## src/rtl/vga_timing_gen.sv

```systemverilog
// VGA timing generator: one pixel every two clk, counters exposed as x/y, and
// DAC outputs (RGB, sync, blank) registered one pixel period behind x/y.
module vga_timing_gen #(
  parameter int H_ACTIVE = 640,
  parameter int H_FP     = 16,
  parameter int H_SYNC   = 96,
  parameter int H_BP     = 48,
  parameter int V_ACTIVE = 480,
  parameter int V_FP     = 10,
  parameter int V_SYNC   = 2,
  parameter int V_BP     = 33
) (
  input  logic       clk,
  input  logic       rst_n,
  output logic [9:0] x,
  output logic [9:0] y,
  input  logic [7:0] red,
  input  logic [7:0] green,
  input  logic [7:0] blue,
  output logic [7:0] vga_r,
  output logic [7:0] vga_g,
  output logic [7:0] vga_b,
  output logic       vga_hs,
  output logic       vga_vs,
  output logic       vga_blank_n,
  output logic       vga_clk,
  output logic       frame_start
);

  localparam logic [9:0] H_LAST   = 10'(H_ACTIVE + H_FP + H_SYNC + H_BP - 1);
  localparam logic [9:0] V_LAST   = 10'(V_ACTIVE + V_FP + V_SYNC + V_BP - 1);
  localparam logic [9:0] H_ACT    = 10'(H_ACTIVE);
  localparam logic [9:0] V_ACT    = 10'(V_ACTIVE);
  localparam logic [9:0] HS_START = 10'(H_ACTIVE + H_FP);
  localparam logic [9:0] HS_END   = 10'(H_ACTIVE + H_FP + H_SYNC);
  localparam logic [9:0] VS_START = 10'(V_ACTIVE + V_FP);
  localparam logic [9:0] VS_END   = 10'(V_ACTIVE + V_FP + V_SYNC);

  logic       r_tick;
  logic [9:0] r_h, r_v;
  logic [7:0] r_r, r_g, r_b;
  logic       r_hs, r_vs, r_blank_n, r_fs;

  logic w_h_last, w_v_last, w_active, w_hs_n, w_vs_n;

  // >= rather than == so a corrupted counter still falls back into range
  assign w_h_last = (r_h >= H_LAST);
  assign w_v_last = (r_v >= V_LAST);
  assign w_active = (r_h < H_ACT) && (r_v < V_ACT);
  assign w_hs_n   = !((r_h >= HS_START) && (r_h < HS_END));
  assign w_vs_n   = !((r_v >= VS_START) && (r_v < VS_END));

  always_ff @(posedge clk or negedge rst_n) begin
    if (!rst_n) begin
      r_tick    <= 1'b0;
      r_h       <= '0;
      r_v       <= '0;
      r_r       <= '0;
      r_g       <= '0;
      r_b       <= '0;
      r_hs      <= 1'b1;
      r_vs      <= 1'b1;
      r_blank_n <= 1'b0;
      r_fs      <= 1'b0;
    end else begin
      r_tick <= ~r_tick;
      r_fs   <= 1'b0;
      // Pixel edge: everything below is sampled from pre-increment counters
      if (r_tick) begin
        r_h <= w_h_last ? '0 : r_h + 10'd1;
        if (w_h_last) r_v <= w_v_last ? '0 : r_v + 10'd1;
        r_fs      <= w_h_last && w_v_last;
        r_r       <= w_active ? red   : 8'd0;
        r_g       <= w_active ? green : 8'd0;
        r_b       <= w_active ? blue  : 8'd0;
        r_blank_n <= w_active;
        r_hs      <= w_hs_n;
        r_vs      <= w_vs_n;
      end
    end
  end

  assign x           = r_h;
  assign y           = r_v;
  assign vga_r       = r_r;
  assign vga_g       = r_g;
  assign vga_b       = r_b;
  assign vga_hs      = r_hs;
  assign vga_vs      = r_vs;
  assign vga_blank_n = r_blank_n;
  assign vga_clk     = r_tick;
  assign frame_start = r_fs;

endmodule

```

## config.mk

```make
export PLATFORM = sky130hd
export DESIGN_NAME = vga_timing_gen
export DESIGN_NICKNAME = d
export VERILOG_FILES = /design/src/rtl/vga_timing_gen.sv
export SDC_FILE = /design/constraint.sdc
export NUM_CORES = 1
export LEC_CHECK = 0
export ABC_AREA = 1
export CAP_MARGIN = 20
export CORE_MARGIN = 2
export CORE_UTILIZATION = 40
export DETAILED_ROUTE_END_ITERATION = 8
export PLACE_DENSITY = 0.72
export REMOVE_ABC_BUFFERS = 1
export SYNTH_ARGS = -nofsm -noshare
export SYNTH_HDL_FRONTEND = slang
export SYNTH_SLANG_ARGS = --single-unit
```

## constraint.sdc

```tcl
create_clock -name clk -period 1.2 [get_ports clk]
set_input_delay 0.24 -clock clk [delete_from_list [all_inputs] [get_ports clk]]
set_output_delay 0.24 -clock clk [all_outputs]
set_load 0.01 [all_outputs]
```

* Word-level counts from Yosys, hierarchy flattened *
Cells that the tools add are included.
W data, S select, Z words.

storage, ports and cells
  bits in registers = 49
  bits in latches = 0
  RAM bits = 0
  memory bits (read-only) = 0
  input port bits = 26
  output and inout port bits = 49
  logic and storage cells = 34
  memories = 0

operators by class
  $add $sub $neg = 2
  multipliers = 0
  divide/modulo/power cells = 0
  order comparisons = 8
  equal/unequal tests = 0
  shift operators = 0
  muxes and demuxes = 6
  bitwise gates (word level) = 1
  reduce and logical (&&, ||, !) cells = 7

operators by type and width
  cell                     count
  $ge A10 B10 Y1 const B   3
  $mux W8                  3
  $add A10 B1 Y10 const B  2
  $lt A10 B10 Y1 const B   2
  $lt A10 B9 Y1 const B    2
  $mux W10                 2
  $ge A10 B9 Y1 const B    1
  $logic_and A1 B1 Y1      4
  $logic_not A1 Y1         2
  $reduce_and A2 Y1        1
  $mux W1                  1
  $not A1 Y1               1

* Depth between registers and ports, before layout *
  depth in word-level cells = 3
  gate-level depth with buffers = 9
  gate-level depth less buffers = 8

* Least setup slack after synthesis *
OpenSTA, ideal clock, no wires.

  kind = flip-flop to flip-flop
  from = register r_h[0], in the netlist x[0]
  to = register r_v[3], in the netlist y[3]
  setup time = 118 ps
  arrival = 1187 ps
  data required time = 1082 ps
  setup slack = -105 ps
  stages on the path, launching flop included = 8
  buffers on the path = 1
  period minus slack after synthesis = 1305 ps
  path through = dfrtp_1 ha_1 nand4_1 nand2_2 nand3_4 buf_6 nand2_1 o21ai_2

between the ends
  word-level cells in the longest chain between the ends = 2

ends and longest elaborated chain
  item                         line  source
  start, declared              40    logic [9:0] r_h, r_v;
  start signal, assigned       70    r_h <= w_h_last ? '0 : r_h + 10'd1;
  $ge A10 B10 Y1               47    assign w_h_last = (r_h >= H_LAST);
  $reduce_and A2 Y1 (no line)  n/a
  end signal, assigned         71    if (w_h_last) r_v <= w_v_last ? '0 : r_v + 10'd1;
  end, declared                40

Every way passes these cells.
A chain may end at the register's enable or synchronous reset.

* Worst setup path after layout *
  from = register r_h[0], in the netlist x[0]
  to = register r_v[0], in the netlist y[0]

The elaborated chain is that of the path after synthesis.

==> summary.txt <==
Clock tree
  – Clk buf depth: 2
  – H-tree levels: 2
  – Clk root buf: clkbuf_8
  – Cts bufs inserted: 5
  – Worst-path clk slew: 0.10 ns
  – CTS tree: done
  – CTS sink count: 49
  – Clk_lat worst skew: 0.31 ns

STA
  – Period utilization: 114%
  – Fmax: 729 MHz
  – Worst Tran Pin Value: 0.404 ns
  – Final worst slack: -0.172 ns
  – Setup violations, final: 53
  – RSZ-0062 raised after global routing: true
  – Rel. slew slack: 73.1%
  – Min Clock Period, post-route: 1.37 ns
  – Setup TNS: -6.71 ns
  – Final Skew: 0.00899 ns
  – Fin. Hold Viols: 0
  – Max Slew Vio Count: 0

Finish
  – Commonest non-fill, non-tap cell in the layout: nand2_1
  – P&R area growth vs syn: 72.2%
  – Diodes inserted: 0
  – Fin nets: 477
  – Most frequent cells in the layout: nand2_1, buf_4, dfrtp_1, inv_1
  – Final instance area: 4370 sq um
  – Layout cell share with drive strength beyond 1: 53.6%

Critical path
  – R2R Setup Slk: -0.17 ns
  – Worst r2r src: x[0]$_DFFE_PN0P_
  – Kind of critical path: reg -> reg
  – Critical Path Start Type: flip-flop
  – CP endpoint kind: flip-flop
  – R2r endpoint: y[0]$_DFFE_PN0P_
  – Arr. time, crit path: 1.59 ns
  – Max FO, Critical Path: 8
  – Worst r2r path cells: 7
  – Critical Path Start: x[0]$_DFFE_PN0P_
  – Worst Path Required: 1.41 ns

Logic synthesis
  – Syn Area/Cell: 8.64 sq um
  – Cell variety after synth: 30
  – Sequential element share of the synthesized area: 48.4%
  – Synth warn: 0
  – Synthesized cell area: 2540 sq um
  – Synth Instances: 294
  – Register bit total from synthesis: 49

Place
  – Setup slack after placement: -0.146 ns
  – PortBufs: 74
  – GPL Wtd Cong: 0.855
  – HPWL Detailed: 4360 um
  – Placed cell area: 3620 sq um

Routing
  – Post-route ant nets: 0
  – DR iter-0 viols: 77
  – DRC Markers: 0
  – DR vias: 2505
  – Via density: 4.77
  – M1 WL: 2830 um
  – Drt first pass iters: 4
  – Overall routed net length: 7330 um
  – Routed wl met2: 3860 um
  – Met3 wire len: 475 um
  – Wire per inst: 14.0 um
  – DR top layer: met4

GRT
  – GRT Overall Usage: 21.2%
  – Vias in the first global route: 2561
  – Initial antenna violation count: 0
  – Global-route wire length before repair: 12000 um
  – Largest net degree at the start of global routing: 27
  – Global route overflow: 0

Floorplan
  – # IOs: 75
  – Starting Density: 40.7%
  – Die Ht: 83.7 um
  – Die area: 7000 sq um
  – Core Region: 6240 sq um
  – Rows: 29
  – DIE WIDTH: 83.7 um

Power and ir drop
  – Leakage Power: 2.23 nW
  – Maximum vdd drop: 0.000597 V
  – PwrDens: 779 nW/um^2
  – Tot Pwr: 0.00341 W

Worst hold path
  – Hold/Removal Path Class: in -> async

Run
  – Max-cap violations: 0

Run status
  – Failing checks: negative setup slack
  – Status: finished with violations
==> synth_stat cells <==
cell type | number | area [sq um]
nand2_1 | 78 | 293
inv_1 | 48 | 180
dfrtp_1 | 47 | 1180
o21ai_2 | 23 | 201
nand3_1 | 16 | 80.1
nor2_1 | 15 | 56.3
o21ai_0 | 8 | 40.0
buf_6 | 6 | 67.6
inv_2 | 6 | 22.5
xor2_1 | 6 | 52.6
a21oi_1 | 5 | 25.0
nand3_2 | 5 | 50.1
ha_1 | 4 | 50.1
nand4_1 | 4 | 25.0
nor2_2 | 4 | 25.0
buf_2 | 2 | 10.0
dfstp_2 | 2 | 52.6
nand2_2 | 2 | 12.5
nor3_1 | 2 | 10.0
a21oi_2 | 1 | 8.76
buf_4 | 1 | 7.51
clkbuf_1 | 1 | 3.75
nand3_4 | 1 | 17.5
nand3b_1 | 1 | 7.51
nor2_4 | 1 | 11.3
nor3_2 | 1 | 10.0
nor3_4 | 1 | 16.3
o21ai_1 | 1 | 5.00
o21ai_4 | 1 | 16.3
or2_2 | 1 | 6.26
==> final cells by class <==
class | count | area (sq um)
Sequential cell | 49 | 1230
Clock buffer | 5 | 68.8
Clock inverter | 3 | 65.1
Multi-Input combinational cell | 182 | 1280
Tap cell | 77 | 96.3
Timing Repair Buffer | 155 | 1410
Inverter | 54 | 213
Fill cell | 463 | 1870
==> how the worst max path moves through the flow <==
stage                                 to  slack [ns]  cells past startpoint
floorplan           vga_b[7]$_DFFE_PN0P_       -0.83                      4
global placement        y[9]$_DFFE_PN0P_       -0.11                      7
detailed placement  vga_g[3]$_DFFE_PN0P_       -0.15                      5
CTS                 vga_b[0]$_DFFE_PN0P_       -0.17                      7
global route            y[2]$_DFFE_PN0P_       -0.25                      7
finish                  y[0]$_DFFE_PN0P_       -0.17                      7
==> per-stage QoR <==
step | util (%) | hold slack (ns) | cells
detailed placement | 57.9 | 0.190 | 471
finish | 70.1 | 0.376 | 525
global placement | 57.9 | 0.183 | 471
CTS | 68.5 | 0.383 | 512
global route | 70.1 | 0.388 | 525
floorplan | - | -0.0556 | 284
==> routing by layer <==
layer | up-vias | global-route usage (%)
met1 | 1198 | 25.2
li1 | 1214 | -
met4 | 0 | 6.30
met5 | - | 0
met3 | 16 | 6.43
met2 | 77 | 37.0
==> critical path: stages (launching register included) <==
cell and delay (ns):
dfrtp_1 0.38, ha_2 0.20, nand4_1 0.09, nand2_2 0.10, nand3_4 0.18, buf_12 0.22, nand2_2 0.06, o21ai_2 0.05
==> timing repair <==
action	CTS	global route
gates resized for setup	206	69
setup endpoints to repair	93	88
pin swaps	13	14
hold buffers	1	0
cloned	4	1
hold endpoints to repair	13	0
buffers inserted	28	13
==> sequential cells by signal, summed over array words and instances, names as in the netlist <==
name / count
frame_start: 1
vga_g: 8
vga_r: 8
x: 10
vga_hs: 1
vga_blank_n: 1
vga_clk: 1
y: 10
vga_b: 8
vga_vs: 1
==> cells by family after synthesis <==
family	after synthesis	synth area share [%]
AOI/OAI and AO/OA	39	11.7
xor gates and xnor gates	6	2.07
adders and majority gates	4	1.97
buffers and inverters	64	11.5
DFF	49	48.4
and+or+nand+nor	132	24.4
==> report_power, final <==
group          internal [W]  switching, W
clock              0.000829      0.000606
combinational      0.000147      0.000111
sequential          0.00169     0.0000236
total               0.00267      0.000741
Note: power is estimated with default switching activity, not from simulation.
